==> config.mk <==
export PLATFORM = sky130hd
export DESIGN_NAME = uart_rx_cfg_flat
export DESIGN_NICKNAME = d
export VERILOG_FILES = /design/src/rtl/uart_rx_cfg_if.sv /design/src/rtl/uart_rx_cfg.sv /design/src/flat_wrapper.sv
export SDC_FILE = /design/constraint.sdc
export NUM_CORES = 1
export LEC_CHECK = 0
export CAP_MARGIN = 40
export CORE_ASPECT_RATIO = 1.75
export CORE_MARGIN = 2
export CORE_UTILIZATION = 55
export CTS_CLUSTER_SIZE = 30
export DETAILED_ROUTE_END_ITERATION = 8
export PLACE_DENSITY = 0.78
export SYNTH_ARGS = -nofsm -noshare
export SYNTH_HDL_FRONTEND = slang
export SYNTH_SLANG_ARGS = --single-unit
==> constraint.sdc <==
create_clock -name i_Clock -period 2.5 [get_ports i_Clock]
set_clock_uncertainty 0.2 [all_clocks]
set_input_delay 0.375 -clock i_Clock [delete_from_list [all_inputs] [get_ports i_Clock]]
set_output_delay 0.375 -clock i_Clock [all_outputs]
set_load 0.02 [all_outputs]
==> src/rtl/uart_rx_cfg_if.sv <==
// Received-word handshake between uart_rx_cfg (master) and its consumer (slave).
// The receiver holds a word with its error flags until the consumer accepts it.
interface uart_rx_cfg_if #(
  parameter int DATA_BITS = 8
);
  logic                 o_RX_DV;
  logic [DATA_BITS-1:0] o_RX_Data;
  logic                 o_parity_err;
  logic                 o_frame_err;
  logic                 o_overrun;
  logic                 i_RX_Ready;

  modport master (
    output o_RX_DV,
    output o_RX_Data,
    output o_parity_err,
    output o_frame_err,
    output o_overrun,
    input  i_RX_Ready
  );

  modport slave (
    input  o_RX_DV,
    input  o_RX_Data,
    input  o_parity_err,
    input  o_frame_err,
    input  o_overrun,
    output i_RX_Ready
  );
endinterface

==> src/rtl/uart_rx_cfg.sv <==
// Oversampled UART receiver: parity/stop checking, held-word handshake, sticky overrun.
// Optional break detection is enabled by defining UART_RX_BREAK_DETECT_EN.
module uart_rx_cfg #(
  parameter int DATA_BITS    = 8,
  parameter int TICK_PER_BIT = 16,
  parameter int PARITY_MODE  = 0,
  parameter int STOP_BITS    = 1
) (
  input  logic           i_Clock,
  input  logic           i_reset,
  input  logic           sample_tick,
  input  logic           i_RX,
  uart_rx_cfg_if.master  rx_if,
  output logic           o_busy,
  output logic           o_break
);

  localparam int CNT_W = $clog2(TICK_PER_BIT);
  localparam int BIT_W = $clog2(DATA_BITS + 1);
  localparam logic [CNT_W-1:0] CNT_MAX   = CNT_W'(TICK_PER_BIT - 1);
  localparam logic [CNT_W-1:0] CNT_HALF  = CNT_W'(TICK_PER_BIT / 2 - 1);
  localparam logic [BIT_W-1:0] DATA_LAST = BIT_W'(DATA_BITS - 1);
  localparam logic [BIT_W-1:0] STOP_LAST = BIT_W'(STOP_BITS - 1);

  typedef enum logic [2:0] {
    IDLE,
    START,
    DATA,
    PARITY,
    STOP
`ifdef UART_RX_BREAK_DETECT_EN
    , BRK_WAIT
`endif
  } state_t;

  function automatic logic parity_mismatch(input logic [DATA_BITS-1:0] d, input logic p);
    logic x;
    x = (^d) ^ p;
    if (PARITY_MODE == 1) return x;
    if (PARITY_MODE == 2) return ~x;
    return 1'b0;
  endfunction

  state_t               state_q, state_d;
  logic                 rx_meta_q, rx_sync_q;
  logic [1:0]           settle_q;
  logic                 rx_prev_q, rx_prev_d;
  logic [CNT_W-1:0]     cnt_q, cnt_d;
  logic [BIT_W-1:0]     bit_q, bit_d;
  logic [DATA_BITS-1:0] shift_q, shift_d;
  logic                 perr_q, perr_d;
  logic                 ferr_q, ferr_d;
  logic                 zero_q, zero_d;
  logic                 done_q, done_d;
  logic                 dv_q, dv_d;
  logic [DATA_BITS-1:0] data_q, data_d;
  logic                 perr_out_q, perr_out_d;
  logic                 ferr_out_q, ferr_out_d;
  logic                 ovr_q, ovr_d;
`ifdef UART_RX_BREAK_DETECT_EN
  logic                 brk_q, brk_d;
`endif

  // Synchroniser plus a settle shift so the reset value of the chain can never fake an edge
  always_ff @(posedge i_Clock or negedge i_reset) begin
    if (!i_reset) begin
      rx_meta_q <= 1'b1;
      rx_sync_q <= 1'b1;
      settle_q  <= 2'b00;
    end else begin
      rx_meta_q <= i_RX;
      rx_sync_q <= rx_meta_q;
      settle_q  <= {settle_q[0], 1'b1};
    end
  end

  always_ff @(posedge i_Clock or negedge i_reset) begin
    if (!i_reset) begin
      state_q    <= IDLE;
      rx_prev_q  <= 1'b0;
      cnt_q      <= '0;
      bit_q      <= '0;
      shift_q    <= '0;
      perr_q     <= 1'b0;
      ferr_q     <= 1'b0;
      zero_q     <= 1'b0;
      done_q     <= 1'b0;
      dv_q       <= 1'b0;
      data_q     <= '0;
      perr_out_q <= 1'b0;
      ferr_out_q <= 1'b0;
      ovr_q      <= 1'b0;
    end else begin
      state_q    <= state_d;
      rx_prev_q  <= rx_prev_d;
      cnt_q      <= cnt_d;
      bit_q      <= bit_d;
      shift_q    <= shift_d;
      perr_q     <= perr_d;
      ferr_q     <= ferr_d;
      zero_q     <= zero_d;
      done_q     <= done_d;
      dv_q       <= dv_d;
      data_q     <= data_d;
      perr_out_q <= perr_out_d;
      ferr_out_q <= ferr_out_d;
      ovr_q      <= ovr_d;
    end
  end

`ifdef UART_RX_BREAK_DETECT_EN
  always_ff @(posedge i_Clock or negedge i_reset) begin
    if (!i_reset) brk_q <= 1'b0;
    else          brk_q <= brk_d;
  end
`endif

  // Frame FSM: everything advances on sample_tick only
  always_comb begin
    state_d   = state_q;
    rx_prev_d = rx_prev_q;
    cnt_d     = cnt_q;
    bit_d     = bit_q;
    shift_d   = shift_q;
    perr_d    = perr_q;
    ferr_d    = ferr_q;
    zero_d    = zero_q;
    done_d    = 1'b0;
`ifdef UART_RX_BREAK_DETECT_EN
    brk_d     = 1'b0;
`endif
    if (sample_tick) begin
      if (settle_q[1]) rx_prev_d = rx_sync_q;
      case (state_q)
        IDLE: begin
          if (rx_prev_q && !rx_sync_q) begin
            state_d = START;
            cnt_d   = '0;
            bit_d   = '0;
            perr_d  = 1'b0;
            ferr_d  = 1'b0;
            zero_d  = 1'b1;
          end
        end
        START: begin
          if (cnt_q == CNT_HALF) begin
            cnt_d   = '0;
            state_d = rx_sync_q ? IDLE : DATA;
          end else begin
            cnt_d = cnt_q + 1'b1;
          end
        end
        DATA: begin
          if (cnt_q == CNT_MAX) begin
            cnt_d   = '0;
            shift_d = {rx_sync_q, shift_q[DATA_BITS-1:1]};
            zero_d  = zero_q & ~rx_sync_q;
            if (bit_q == DATA_LAST) begin
              bit_d   = '0;
              state_d = (PARITY_MODE != 0) ? PARITY : STOP;
            end else begin
              bit_d = bit_q + 1'b1;
            end
          end else begin
            cnt_d = cnt_q + 1'b1;
          end
        end
        PARITY: begin
          if (cnt_q == CNT_MAX) begin
            cnt_d   = '0;
            perr_d  = parity_mismatch(shift_q, rx_sync_q);
            zero_d  = zero_q & ~rx_sync_q;
            state_d = STOP;
          end else begin
            cnt_d = cnt_q + 1'b1;
          end
        end
        STOP: begin
          if (cnt_q == CNT_MAX) begin
            cnt_d  = '0;
            zero_d = zero_q & ~rx_sync_q;
            if (!rx_sync_q) ferr_d = 1'b1;
            if (bit_q == STOP_LAST) begin
              bit_d = '0;
`ifdef UART_RX_BREAK_DETECT_EN
              if (zero_d) begin
                state_d = BRK_WAIT;
                brk_d   = 1'b1;
              end else begin
                state_d = IDLE;
                done_d  = 1'b1;
              end
`else
              state_d = IDLE;
              done_d  = 1'b1;
`endif
            end else begin
              bit_d = bit_q + 1'b1;
            end
          end else begin
            cnt_d = cnt_q + 1'b1;
          end
        end
`ifdef UART_RX_BREAK_DETECT_EN
        BRK_WAIT: begin
          if (rx_sync_q) state_d = IDLE;
        end
`endif
        default: state_d = IDLE;
      endcase
    end
  end

  // Output holding register: consume clears, a completed word loads unless it would clobber a held one
  always_comb begin
    dv_d       = dv_q;
    data_d     = data_q;
    perr_out_d = perr_out_q;
    ferr_out_d = ferr_out_q;
    ovr_d      = ovr_q;
    if (dv_q && rx_if.i_RX_Ready) begin
      dv_d  = 1'b0;
      ovr_d = 1'b0;
    end
    if (done_q) begin
      if (dv_q && !rx_if.i_RX_Ready) begin
        ovr_d = 1'b1;
      end else begin
        dv_d       = 1'b1;
        data_d     = shift_q;
        perr_out_d = perr_q;
        ferr_out_d = ferr_q;
      end
    end
  end

  assign rx_if.o_RX_DV      = dv_q;
  assign rx_if.o_RX_Data    = data_q;
  assign rx_if.o_parity_err = perr_out_q;
  assign rx_if.o_frame_err  = ferr_out_q;
  assign rx_if.o_overrun    = ovr_q;
  assign o_busy             = (state_q != IDLE);
`ifdef UART_RX_BREAK_DETECT_EN
  assign o_break            = brk_q;
`else
  assign o_break            = 1'b0;
`endif

endmodule

==> src/flat_wrapper.sv <==
// flat-port wrapper written by rule: the top's interface ports become plain ports
module uart_rx_cfg_flat 
#(
  parameter int DATA_BITS    = 8,
  parameter int TICK_PER_BIT = 16,
  parameter int PARITY_MODE  = 0,
  parameter int STOP_BITS    = 1
)
  (i_Clock, i_reset, sample_tick, i_RX, o_busy, o_break, rx_if_o_RX_DV, rx_if_o_RX_Data, rx_if_o_parity_err, rx_if_o_frame_err, rx_if_o_overrun, rx_if_i_RX_Ready);
  uart_rx_cfg_if #(.DATA_BITS(DATA_BITS)) rx_if_i ();
  input  logic i_Clock;
  input  logic i_reset;
  input  logic sample_tick;
  input  logic i_RX;
  output logic o_busy;
  output logic o_break;
  output wire logic [$bits(rx_if_i.o_RX_DV)-1:0] rx_if_o_RX_DV;
  output wire logic [$bits(rx_if_i.o_RX_Data)-1:0] rx_if_o_RX_Data;
  output wire logic [$bits(rx_if_i.o_parity_err)-1:0] rx_if_o_parity_err;
  output wire logic [$bits(rx_if_i.o_frame_err)-1:0] rx_if_o_frame_err;
  output wire logic [$bits(rx_if_i.o_overrun)-1:0] rx_if_o_overrun;
  input wire logic [$bits(rx_if_i.i_RX_Ready)-1:0] rx_if_i_RX_Ready;
  assign rx_if_o_RX_DV = rx_if_i.o_RX_DV;
  assign rx_if_o_RX_Data = rx_if_i.o_RX_Data;
  assign rx_if_o_parity_err = rx_if_i.o_parity_err;
  assign rx_if_o_frame_err = rx_if_i.o_frame_err;
  assign rx_if_o_overrun = rx_if_i.o_overrun;
  assign rx_if_i.i_RX_Ready = rx_if_i_RX_Ready;
  uart_rx_cfg #(.DATA_BITS(DATA_BITS), .TICK_PER_BIT(TICK_PER_BIT), .PARITY_MODE(PARITY_MODE), .STOP_BITS(STOP_BITS)) u_core (.i_Clock(i_Clock), .i_reset(i_reset), .sample_tick(sample_tick), .i_RX(i_RX), .rx_if(rx_if_i), .o_busy(o_busy), .o_break(o_break));
endmodule
Yosys cells after proc, flatten, opt, wreduce, memory -nomap -nowiden

Cells that the tools add are included.

Add/subtract/negate cells: 2
Reduce and logical (&&, ||, !) cells: 21
Equality and inequality tests: 15
Bitwise operators: 1
Muxes and demuxes: 34

Operators by type and width:

| cell                                                                  | number |
|---|---|
| 4-bit two-way mux                                                     | 7 |
| 4-bit one-hot mux with 3 select lines                                 | 2 |
| 3-bit two-way mux                                                     | 7 |
| 3-bit one-hot mux with 5 select lines                                 | 1 |
| 1-bit two-way mux                                                     | 14 |
| 2-bit by 1-bit != test with 1-bit output, second input constant       | 7 |
| 5-bit AND reduction                                                   | 2 |
| 3-bit nonzero test                                                    | 3 |
| 4-bit by 1-bit adder with 4-bit output, second input constant         | 2 |
| 4-bit by 3-bit equality test with 1-bit output, second input constant | 2 |
| 8-bit AND reduction                                                   | 1 |
| 3-bit by 2-bit equality test with 1-bit output, second input constant | 2 |
| 3-bit AND reduction                                                   | 2 |
| 4-bit equality test, second input constant                            | 1 |
| 4-bit zero test                                                       | 1 |
| 1-bit one-hot mux with 2 select lines                                 | 2 |
| 2-bit AND reduction                                                   | 2 |
| 4-bit AND reduction                                                   | 1 |
| 2-bit nonzero test                                                    | 2 |
| 3-bit by 1-bit equality test with 1-bit output, second input constant | 1 |
| 3-bit equality test, second input constant                            | 1 |
| 1-bit logical AND                                                     | 3 |
| 3-bit zero test                                                       | 1 |
| 3-bit OR reduction                                                    | 1 |
| 4 further kinds                                                       | 5 |

Output and inout bits: 14
Flip-flop bits (word level): 39
Input port bits: 5
Word-level logic and storage cells: 89

Longest topological paths before layout

Word-level depth: 5
Depth in mapped cells: 6
Mapped depth without buffers: 6

Worst setup path before layout

Ideal clock, no wire load.

Kind: reg-to-reg
Start: reg u_core.bit_q[0]
End: reg u_core.state_q[1]
Data arrival time: 1.641 ns
Cell stages (with the launch flop): 7
Setup time: 0.125 ns
Required time: 2.175 ns
Slack: 0.534 ns
Period minus slack after synthesis: 1.966 ns
Path buffers: 0
Cells stage by stage: dfrtp_1 > inv_1 > ha_1 > or3b_4 > a22oi_4 > nand4bb_4 > mux2_4

Cells in the longest elaborated chain, start to end: 3
Elaborated cells between the ends (all ways): 5
Those cells by class: eq/ne: 3; reduce/logical: 2

Ends and longest elaborated chain:

| element                                                                           | RTL line                               | text |
|---|---|---|
| start, declared                                                                   | uart_rx_cfg.sv:49                      | `logic [BIT_W-1:0] bit_q, bit_d;` |
| start signal, assigned                                                            | uart_rx_cfg.sv:97                      | `bit_q <= bit_d;` |
| 4-bit by 3-bit equality test with 1-bit output or 4-bit zero test (tied branches) | uart_rx_cfg.sv:158, uart_rx_cfg.sv:183 |  |
| 2-bit by 1-bit != test with 1-bit output (no source line)                         | n/a                                    |  |
| 8-bit AND reduction (no source line) *                                            | n/a                                    |  |
| end signal, assigned                                                              | uart_rx_cfg.sv:94                      | `state_q <= state_d;` |
| end, declared                                                                     | uart_rx_cfg.sv:44                      | `state_t state_q, state_d;` |

Mark *: on every way between the ends. The rest lies on a longest branch, timed or not.
A chain may end at the register's enable or synchronous reset.

Final worst setup path

Start: reg u_core.state_q[0]
End: out o_busy

Cells in the longest elaborated chain, start to end: 1

Ends and longest elaborated chain:

| element            | RTL line           | text |
|---|---|---|
| 3-bit nonzero test | uart_rx_cfg.sv:242 | `assign o_busy = (state_q != IDLE);` |
| end, declared      | flat_wrapper.sv:15 | `output logic o_busy;` |

Every way passes these cells.

==> results.md <==
* First-pass GRT wire length at 5690 µm
* ANT cells at 0
* Cell Rows at 27
* Initial antenna violation count at 0
* Status: finished clean
* Area grow syn2layout at 16.8%
* Synth Area in Adders at 0.0262
* Pwr Density at 906 mW/mm²
* FFs w/ async S/R, synth at 1.00
* Pre-Repair DR Iteration Count at 4
* Final worst-path cycle share at 0.958
* Fraction of layout cells with a size suffix above 1 at 0.159
* Worst Hold Endpoint: u_core.settle_q[1]$_DFF_PN0_
* Die Area at 0.00379 mm²
* Vias in the first global route at 1,314
* Post-DRT Antenna Nets at 0
* Flip-flop and latch count after synthesis at 37
* Clk pwr share at 0.265
* Core Region at 0.00314 mm²
* Die Height at 80.0 µm
* Clock latency on the worst-skew pair at 0.29 ns
* Final setup viols at 0
* Initial Utilization at 0.577
* Vias at 1,214
* R2R Path Start: u_core.bit_q[0]$_DFFE_PN0P_
* Chip width at 47.4 µm
* Simple-gate share of the synthesized area at 0.144
* Hold Crit Start: u_core.settle_q[0]$_DFF_PN0_
* Reg-to-reg slack, setup at 0.39 ns
* Placed Cells incl. Taps at 205
* CTS tree: built
* Fill cell count at 247
* Syn_area_per_cell at 12.2 µm²
* Ys flop type: dfrtp_1
* Psw at 0.646 mW
* Root buffer cell: clkbuf_8
* Internal power at 1.27 mW
* Gpl congestion at 0.928
* Final hold vios at 0
* Finished Layout Cells at 213
* Commonest non-fill, non-tap cell in the layout: dfrtp_1
* # hold bufs at CTS at 0
* Reg2Reg Depth at 6
* Yosys Warn Count at 0
* VDD IR-drop max at 616 µV
* CP Max Fanout at 9
* RR Endpoint: u_core.state_q[1]$_DFFE_PN0P_
* Post-synthesis cell type count at 51
* Flop pwr share at 0.415
* Wire per inst at 16.0 µm
* Xor and xnor area share after synthesis at 0.00483
* Post-synthesis sequential area ratio at 0.512
* Final wirelength at 3400 µm
* Mapped Cells at 148
* Num ports at 19
* Hold Path Stages at 0
* Net Sw Frac at 0.337
* Post_cts resized at 0
* Max-Cap Viols at 0
* Largest net degree at the start of global routing at 38
* Clock Tree Buf Depth at 2
* Final TNS setup at 0 ns
* Largest family of logic cells by synthesized area: simple AND/OR/NAND/NOR gates
* FMAX at 418 MHz
* Tot Pwr at 1.92 mW
* Total CTS buffers at 5
* Total GRT Usage at 0.213
* Vias per cell at 5.70
* Kind of critical path: flip-flop to primary output
* RSZ-0062 raised after global routing: false
* Critical Path RT at 1.92 ns
* Final slew viol count at 0
* Drt drc at 0
* Mux cell area share after synthesis at 0.134
* Startpoint Class: flip-flop
* H-tree Lvls at 2
* Complex-gate fraction of the synthesized area at 0.129
* Pleak at 0.986 nW
* Post-Route Utilization at 0.674
* Mapped cell area at 0.00181 mm²
* WP data arrival at 1.82 ns
* Clock-pin slew on the worst setup and hold paths at 0.07 ns
* Hpwl dp at 2530 µm
* First DRT Iteration DRCs at 31
* Hold WC Path Type: flip-flop to flip-flop
* Post-CTS Repair Setup Buffers at 0
* GR Overflow Total at 0
* Post-synth EDFFs at 0
* Most frequent cells in the layout: dfrtp_1, clkdlybuf4s50_1, mux2_1
* Combinational power share at 0.320
* Min cycle time layout at 2.39 ns
* IO buf count at 16
* Clk sinks at 37
* Final nets at 177
* Worst setup EP type: primary output
area by class of cell:
type / instances / area [µm²] / share of cell area
clock inverters: 2 / 38.8 / 0.0183
clock buffers: 6 / 72.6 / 0.0343
inverters: 10 / 37.5 / 0.0177
repair buffers: 19 / 183 / 0.0862
multi-input cells: 96 / 805 / 0.380
flip-flops and latches: 37 / 928 / 0.438
well taps: 43 / 53.8 / 0.0254
synth_stat cells, drive strengths merged, types with 2 or more instances:
master  number  area (µm²)
dfrtp       35         876
mux2        20         233
inv         10        37.5
buf          6        46.3
nand3        6        35.0
nor2         6        22.5
a21oi        5        25.0
nand2        5        18.8
nor4         4        25.0
ha           3        37.5
nand2b       3        18.8
nor3b        3        38.8
o211ai       3        22.5
o21ai        3        15.0
a31oi        2        12.5
conb         2        7.51
dfstp        2        52.6
nor2b        2        12.5
nor3         2        10.0
o21a         2        15.0
or2          2        12.5
or3b         2        20.0
power groups by stage:
stage | combinational [mW] | sequential [mW] | clock, mW
after global placement | 0.592 | 0.795 | 0
after detailed placement | 0.608 | 0.804 | 0
after global routing | 0.678 | 0.809 | 0.550
after CTS | 0.613 | 0.792 | 0.523
after floorplan | 0.529 | 0.750 | 0
final | 0.614 | 0.796 | 0.508
cells by family after synthesis:
kind of cell | count (synthesis)
DFF | 37
other | 2
AOI/OAI and AO/OA | 29
adders and majority gates | 4
muxes | 21
xor gates and xnor gates | 1
and+or+nand+nor | 38
buffers and inverters | 16
through the flow:
stage,hold slack [ns],worst slack (ns),area [µm²]
2_1_floorplan,-0.121,0.534,1820
3_3_place_gp,0.140,0.432,2010
3_5_place_dp,0.136,0.389,2010
4_1_cts,0.154,0.103,2120
5_1_grt,0.157,0.0612,2120
6_report,0.150,0.106,2120
layer usage:
| layer | up-vias | GRT usage | wire length (µm) |
|---|---|---|---|
| met5 | - | 0 | 0 |
| li1 | 572 | - | - |
| met2 | 29 | 0.378 | 1960 |
| met1 | 607 | 0.205 | 1250 |
| met3 | 6 | 0.0566 | 120 |
| met4 | 0 | 0.114 | 68 |
worst max-delay path, stage by stage, from the launching register on:
cell and delay [ns]:
dfrtp_1 0.51, or3_4 0.46, clkdlybuf4s50_1 0.56
worst max path at each step:
| stage | to | slack [ns] | cells after the start | start |
|---|---|---|---|---|
| after floorplan | u_core.state_q[1]$_DFFE_PN0P_ | 0.53 | 6 | u_core.bit_q[0]$_DFFE_PN0P_ |
| after global placement | u_core.ferr_q$_DFFE_PN0P_ | 0.43 | 5 | sample_tick |
| after detailed placement | u_core.ferr_q$_DFFE_PN0P_ | 0.39 | 5 | sample_tick |
| after CTS | o_busy | 0.10 | 2 | u_core.state_q[0]$_DFFE_PN0P_ |
| after global routing | o_busy | 0.06 | 2 | u_core.state_q[0]$_DFFE_PN0P_ |
| final | o_busy | 0.11 | 2 | u_core.state_q[0]$_DFFE_PN0P_ |
flip-flops by register name, summed over array words and instances, names as in the netlist, 2 cells and up:
name                    count
u_core.rx_if.o_RX_Data      8
u_core.bit_q                4
u_core.settle_q             2
u_core.state_q              3
u_core.shift_q              8
u_core.cnt_q                4
No activity file was read; power rests on OpenSTA's default activity.
